$ cat config.mk
export PLATFORM = sky130hd
export DESIGN_NAME = mem_arbiter
export DESIGN_NICKNAME = d
export VERILOG_FILES = /design/src/rtl/mem_arbiter.sv
export SDC_FILE = /design/constraint.sdc
export NUM_CORES = 1
export LEC_CHECK = 0
export CAP_MARGIN = 10
export CORE_MARGIN = 8
export CORE_UTILIZATION = 50
export CTS_BUF_LIST = sky130_fd_sc_hd__clkbuf_4 sky130_fd_sc_hd__clkbuf_8 sky130_fd_sc_hd__clkbuf_16
export DETAILED_ROUTE_END_ITERATION = 12
export GPL_TIMING_DRIVEN = 1
export PLACE_DENSITY = 0.85
export SLEW_MARGIN = 20
export SYNTH_ARGS = -nofsm -noshare
export SYNTH_HDL_FRONTEND = slang
export SYNTH_SLANG_ARGS = --single-unit
$ cat constraint.sdc
create_clock -name clk -period 4.4 [get_ports clk]
set_input_delay 1.1 -clock clk [delete_from_list [all_inputs] [get_ports clk]]
set_output_delay 1.1 -clock clk [all_outputs]
set_load 0.02 [all_outputs]
$ cat src/rtl/mem_arbiter.sv
// Two-client round-robin arbiter serialising load/store (client 0) and fetch
// (client 1) onto one memory port with a single outstanding transaction.
//
//   state   | meaning
//   st_idle | nothing in flight; grant a pending or same-edge incoming request
//   st_wait | granted request issued to memory; waiting for mem_ack
module mem_arbiter #(
  parameter int addr_width = 32,
  parameter int data_width = 32
) (
  input  logic                  clk,
  input  logic                  rst,
  input  logic                  c0_rd_req,
  input  logic                  c0_wr_req,
  input  logic [addr_width-1:0] c0_addr,
  input  logic [data_width-1:0] c0_wr_data,
  output logic [data_width-1:0] c0_rd_data,
  output logic                  c0_busy,
  output logic                  c0_ack,
  input  logic                  c1_rd_req,
  input  logic                  c1_wr_req,
  input  logic [addr_width-1:0] c1_addr,
  input  logic [data_width-1:0] c1_wr_data,
  output logic [data_width-1:0] c1_rd_data,
  output logic                  c1_busy,
  output logic                  c1_ack,
  output logic                  mem_rd_req,
  output logic                  mem_wr_req,
  output logic [addr_width-1:0] mem_addr,
  output logic [data_width-1:0] mem_wr_data,
  input  logic [data_width-1:0] mem_rd_data,
  input  logic                  mem_busy,
  input  logic                  mem_ack
);

  typedef enum logic {st_idle, st_wait} state_t;

  state_t state_q, state_d;

  logic [1:0]                 req_rd, req_wr;
  logic [1:0][addr_width-1:0] req_addr;
  logic [1:0][data_width-1:0] req_wdata;

  logic [1:0]                 slot_vld_q, slot_vld_d;
  logic [1:0]                 slot_wr_q, slot_wr_d;
  logic [1:0][addr_width-1:0] slot_addr_q, slot_addr_d;
  logic [1:0][data_width-1:0] slot_wdata_q, slot_wdata_d;

  logic grant_q, grant_d;
  logic last_q, last_d;
  logic sel;

  logic                  mem_rd_req_q, mem_rd_req_d;
  logic                  mem_wr_req_q, mem_wr_req_d;
  logic [addr_width-1:0] mem_addr_q, mem_addr_d;
  logic [data_width-1:0] mem_wdata_q, mem_wdata_d;

  logic [1:0]                 ack_q, ack_d;
  logic [1:0][data_width-1:0] rd_data_q, rd_data_d;

  logic unused_mem_busy;

  assign unused_mem_busy = mem_busy;

  assign req_rd    = {c1_rd_req, c0_rd_req};
  assign req_wr    = {c1_wr_req, c0_wr_req};
  assign req_addr  = {c1_addr, c0_addr};
  assign req_wdata = {c1_wr_data, c0_wr_data};

  always_comb begin
    state_d      = state_q;
    slot_vld_d   = slot_vld_q;
    slot_wr_d    = slot_wr_q;
    slot_addr_d  = slot_addr_q;
    slot_wdata_d = slot_wdata_q;
    grant_d      = grant_q;
    last_d       = last_q;
    sel          = 1'b0;
    mem_rd_req_d = 1'b0;
    mem_wr_req_d = 1'b0;
    mem_addr_d   = mem_addr_q;
    mem_wdata_d  = mem_wdata_q;
    ack_d        = '0;
    rd_data_d    = '0;

    // A pulse from a client whose slot is occupied is a protocol violation and is dropped.
    for (int i = 0; i < 2; i++) begin
      if (!slot_vld_q[i] && (req_rd[i] || req_wr[i])) begin
        slot_vld_d[i]   = 1'b1;
        slot_wr_d[i]    = req_wr[i];
        slot_addr_d[i]  = req_addr[i];
        slot_wdata_d[i] = req_wdata[i];
      end
    end

    unique case (state_q)
      st_idle: begin
        if (slot_vld_d != 2'b00) begin
          sel          = (slot_vld_d == 2'b11) ? ~last_q : slot_vld_d[1];
          grant_d      = sel;
          last_d       = sel;
          mem_addr_d   = slot_addr_d[sel];
          mem_wdata_d  = slot_wdata_d[sel];
          mem_wr_req_d = slot_wr_d[sel];
          mem_rd_req_d = ~slot_wr_d[sel];
          state_d      = st_wait;
        end
      end
      st_wait: begin
        if (mem_ack) begin
          ack_d[grant_q] = 1'b1;
          if (!slot_wr_q[grant_q]) rd_data_d[grant_q] = mem_rd_data;
          slot_vld_d[grant_q] = 1'b0;
          state_d = st_idle;
        end
      end
      default: state_d = st_idle;
    endcase
  end

  always_ff @(posedge clk) begin
    if (rst) begin
      state_q      <= st_idle;
      slot_vld_q   <= '0;
      slot_wr_q    <= '0;
      slot_addr_q  <= '0;
      slot_wdata_q <= '0;
      grant_q      <= 1'b0;
      last_q       <= 1'b1;
      mem_rd_req_q <= 1'b0;
      mem_wr_req_q <= 1'b0;
      mem_addr_q   <= '0;
      mem_wdata_q  <= '0;
      ack_q        <= '0;
      rd_data_q    <= '0;
    end else begin
      state_q      <= state_d;
      slot_vld_q   <= slot_vld_d;
      slot_wr_q    <= slot_wr_d;
      slot_addr_q  <= slot_addr_d;
      slot_wdata_q <= slot_wdata_d;
      grant_q      <= grant_d;
      last_q       <= last_d;
      mem_rd_req_q <= mem_rd_req_d;
      mem_wr_req_q <= mem_wr_req_d;
      mem_addr_q   <= mem_addr_d;
      mem_wdata_q  <= mem_wdata_d;
      ack_q        <= ack_d;
      rd_data_q    <= rd_data_d;
    end
  end

  assign c0_busy     = slot_vld_q[0];
  assign c1_busy     = slot_vld_q[1];
  assign c0_ack      = ack_q[0];
  assign c1_ack      = ack_q[1];
  assign c0_rd_data  = rd_data_q[0];
  assign c1_rd_data  = rd_data_q[1];
  assign mem_rd_req  = mem_rd_req_q;
  assign mem_wr_req  = mem_wr_req_q;
  assign mem_addr    = mem_addr_q;
  assign mem_wr_data = mem_wdata_q;

endmodule

* Yosys cells after proc, flatten, opt, wreduce, memory -nomap -nowiden
Cells that the tools add are included.
** Storage, ports and cells
- Register bits after elaboration :: 267
- Input bits :: 168
** Operators by class
- Magnitude comparators :: 3
- Equal/unequal tests :: 1
- Muxes and demuxes :: 26
- Bitwise operators :: 8
- Reduce and logical (&&, ||, !) cells :: 12
** Operators by type and width (count)
- $mux 32 :: 9
- $and 64x64->64 :: 1
- $demux 32 s1 :: 1
- $mux 1 :: 12
- $reduce_or 3->1 :: 2
- $not 1->1 :: 5
- $lt 1x2->1 const B :: 2
- $mux 2 :: 2
- $reduce_or 4->1 :: 1
- $logic_and 1x1->1 :: 3
- $and 2x2->2 :: 1
- $eq 2x2->1 const B :: 1
- $logic_not 1->1 :: 2
- $logic_or 1x1->1 :: 2
- $not 2->2 :: 1
- $pmux 1 s2 :: 1
- $reduce_and 2->1 :: 1
- $reduce_bool 2->1 :: 1
- $demux 1 s1 :: 1
- $ge 1x1->1 const B :: 1

* Longest topological paths before layout
- Depth after elaboration :: 8
- Depth in mapped cells :: 7
- Gate-level depth less buffers :: 4

* Worst setup path after synthesis
No wires, ideal clock.
- Path kind :: input to register
- Start :: in c1_wr_req
- End :: reg mem_wdata_q[15] (netlist: mem_wr_data[15])
- Arrival :: 2.176 ns
- Data required time :: 4.283 ns
- Setup slack :: 2.107 ns
- Cell stages on the path :: 6
- Buffers on the path :: 2
- Path through :: nor3_4 > nand2b_1 > buf_4 > buf_2 > nand2_1 > a32o_1
** Between the ends
- Longest elaborated chain between the ends :: 7
- Elaborated cells on any way between the ends :: 10
** Ends and longest elaborated chain
- start, declared :: RTL line 21 : input logic c1_wr_req,
- $logic_or 1x1->1 (*) :: RTL line 88 : if (!slot_vld_q[i] && (req_rd[i] || req_wr[i])) begin
- $logic_and 1x1->1 (*) :: RTL line 88
- $mux 1 :: RTL line 88
- $eq 2x2->1 :: RTL line 99 : sel = (slot_vld_d == 2'b11) ? ~last_q : slot_vld_d[1];
- $mux 1 :: RTL line 99
- $mux 32 (not written as such) (2 in series) :: RTL line 103 : mem_wdata_d = slot_wdata_d[sel];
- end signal, assigned :: RTL line 147 : mem_wdata_q <= mem_wdata_d;
- end, declared :: RTL line 56 : logic [data_width-1:0] mem_wdata_q, mem_wdata_d;
Mark *: on every way between the ends. The rest lies on a longest branch, timed or not. The select of a mux whose other input is x is not followed.
A chain may end at the register's enable or synchronous reset.

* Worst setup path in the final report
- Start :: reg slot_vld_q[1]
- End :: out c1_busy
** RTL lines
- start, declared :: RTL line 44 : logic [1:0] slot_vld_q, slot_vld_d;
- start signal, assigned :: RTL line 138 : slot_vld_q <= slot_vld_d;
- end, declared :: RTL line 25 : output logic c1_busy,
No word-level cell between the ends.

==> run metrics <==
Max IR drop VDD=0.299 mV; P&R area growth vs syn=41.2%; GR Overflow Total=0; flops & latches, synth=267; Filler cells=1466; final hold vios=0; final wirelength=29.2 mm; r2r setup slk=2.15 ns; Die Ht=156 microns; IO Pins=302; synthesized area per cell=9.58 sq um; r2r endpoint=mem_addr[30]$_SDFFE_PP0P_; final worst path period share=69.8%; clk root buf=clkbuf_16; first-pass GRT wire length=44.7 mm; CP Buf/Inv Count=1; largest stage delay on the critical path=0.74 ns; CTS tree=done; max_cap viols=0; top-area cell type share of the netlist area=54.2%; Cell Area, Placed=13000 sq um; unrepaired setup endpoints after global routing=no; Worst Max-Slew Pin Slew=0.909 ns; post-route ant nets=0; Mapped Nets=1198; post-synthesis cell area=9870 sq um; drt drc=0; Die X=156 microns; Routability Congestion=0.783; commonest cells after routing, fill and taps aside=clkdlybuf4s50_1, dfxtp_1, nand2_1, mux2i_1, nor2_1; clk sinks=267; final worst setup slack=1.33 ns; fin crit period=3.07 ns; HP Start=slot_wdata_q[63]$_SDFF_PP0_; Yosys cell types=30; DRT Pass-1 Iters=5; post-synth top area cell=dfxtp_1; H-tree depth=1; IO buf count=300; register area share after synthesis=54.2%; placed insts=1537; Crit path max-delay family=buffers and inverters; Starting Density=50.9%; Worst Setup Start Kind=flop; vias in the first global route=8408; fin. max-slew vios=0; Tightest Hold Check Type=reg2reg; R2R depth=4; hold worst-path end=slot_wdata_q[63]$_SDFF_PP0_; initial antenna violation count=2; Most used DFF post-synth=dfxtp_1; Finished Core Util=71.8%; crit-path max FO=33; Sum Neg Setup Slack=0 ns; pin count of the biggest net entering global routing=97; CP Cell Sequence=clkdlybuf4s50_1; worst skew pair latency=0.53 ns; hold path cells=2; CTS buffer count=27; CP Capture Type=primary output; DRT iter0 DRCs=485; Worst EP arrival=1.97 ns; Leakage=5.73 nW; P per Cell Area=428 nW/um^2; drt via density=5.26; ratio of cells with drive above 1 in the final layout=6.13%; relative slew slack=39.2%; post-synthesis cell count=1030; Post-CTS Setup Bufs=0; Core Region=19400 sq um; fmax=0.326 GHz; Final Cell Area=13900 sq um; Via Count=8348; r2r startpoint=slot_vld_q[1]$_SDFF_PP0_; Layout Skew=0.0112 ns; CP max-delay cell=clkdlybuf4s50_1; layout net count=1469; overall power=5.97 mW; CP required=3.30 ns; # setup viols final=0; clk slew on worst S/H paths=0.06 ns; number of core rows=51; routed len/inst=18.4 microns; number of synthesized flops with an enable pin=0; Setup Crit Path Kind=reg2out; maximum clock path buffer count=3; share of synthesized registers carrying an async set or reset=0%; Total GRT Usage=22.8%; Fin Hold WS=0.453 ns; Non-Filler Instances=1588; Synth warnings=0; hpwl dp=20.2 mm; PostCTS Resize Cnt=0; most common cell after layout, fill and taps aside=clkdlybuf4s50_1; hold_buf cts=0; die area=24500 sq um; worst slack at placement=1.09 ns; ranking of synthesized cells by area=dfxtp_1, mux2i_1, nand2_1; status=completed
-- cells by family after synthesis --
family	after synthesis	share of synthesized area, %
AOI/OAI and AO/OA	145	10.9
buffers and inverters	77	4.07
and+or+nand+nor	413	17.9
DFF	267	54.2
muxes	128	13.0
-- synth_stat cells, types with 2 or more instances --
cell      number
dfxtp_1      267
nand2_1      262
mux2i_1      128
nor2_1        71
a21oi_1       69
and2_1        65
a32o_1        64
clkbuf_1      31
buf_2         24
buf_4         10
buf_1          6
buf_6          6
nor3_1         4
o21ai_0        3
nand2b_1       2
nor2b_1        2
o21a_1         2
o21bai_1       2
-- cell type report --
class                           instances  area [sq um]  share of cell area, %
Timing Repair Buffer                  319          3190                   22.9
Sequential cell                       267          5350                   38.4
Antenna cell                            2          5.00                 0.0359
Clock buffer                           37           782                   5.61
Clock inverter                         12           115                  0.826
Multi-Input combinational cell        686          4160                   29.8
Tap cell                              265           332                   2.38
-- sequential cells by signal, summed over array words and instances, names as in the netlist --
| signal | cells |
|---|---|
| slot_vld_q | 2 |
| state_q | 1 |
| mem_wr_data | 32 |
| slot_wr_q | 2 |
| slot_addr_q | 64 |
| last_q | 1 |
| mem_addr | 32 |
| grant_q | 1 |
| slot_wdata_q | 64 |
| c1_rd_data | 32 |
| ack_q | 2 |
| mem_wr_req | 1 |
| mem_rd_req | 1 |
| c0_rd_data | 32 |
-- power by group --
| group | internal (mW) | total (mW) | leakage, nW | switching (mW) |
|---|---|---|---|---|
| Clock | 1.36 | 2.27 | 0.452 | 0.914 |
| Sequential | 2.59 | 2.67 | 2.19 | 0.0887 |
| Combinational | 0.493 | 1.02 | 3.09 | 0.530 |
| Total | 4.44 | 5.97 | 5.73 | 1.53 |
-- metal layers --
layer  GRT usage, %  routed length, microns  vias to the layer above
met5              0                       0                        -
met4           7.28                     781                        0
met2           41.2                   14400                      306
met1           25.2                   11200                     3969
li1               -                       -                     4022
met3           6.78                    2730                       51
-- worst reg2reg max path, cell delays in order, from the launching register on --
cell	delay, ns
dfxtp_4	0.70
buf_4	0.70
mux2i_1	0.35
o22ai_1	0.11
a32o_1	0.27
-- how the worst max path moves through the flow --
stage | endpoint | depth (start not counted) | startpoint
final | c1_busy | 1 | slot_vld_q[1]$_SDFF_PP0_
after global placement | mem_wr_data[30]$_SDFFE_PP0P_ | 6 | c0_wr_req
after global routing | c1_busy | 1 | slot_vld_q[1]$_SDFF_PP0_
after detailed placement | mem_wr_data[14]$_SDFFE_PP0P_ | 6 | c0_wr_req
after CTS | c1_busy | 1 | slot_vld_q[1]$_SDFF_PP0_
after floorplan | mem_wr_data[15]$_SDFFE_PP0P_ | 6 | c1_wr_req
Power figures use the tool's default switching activity.
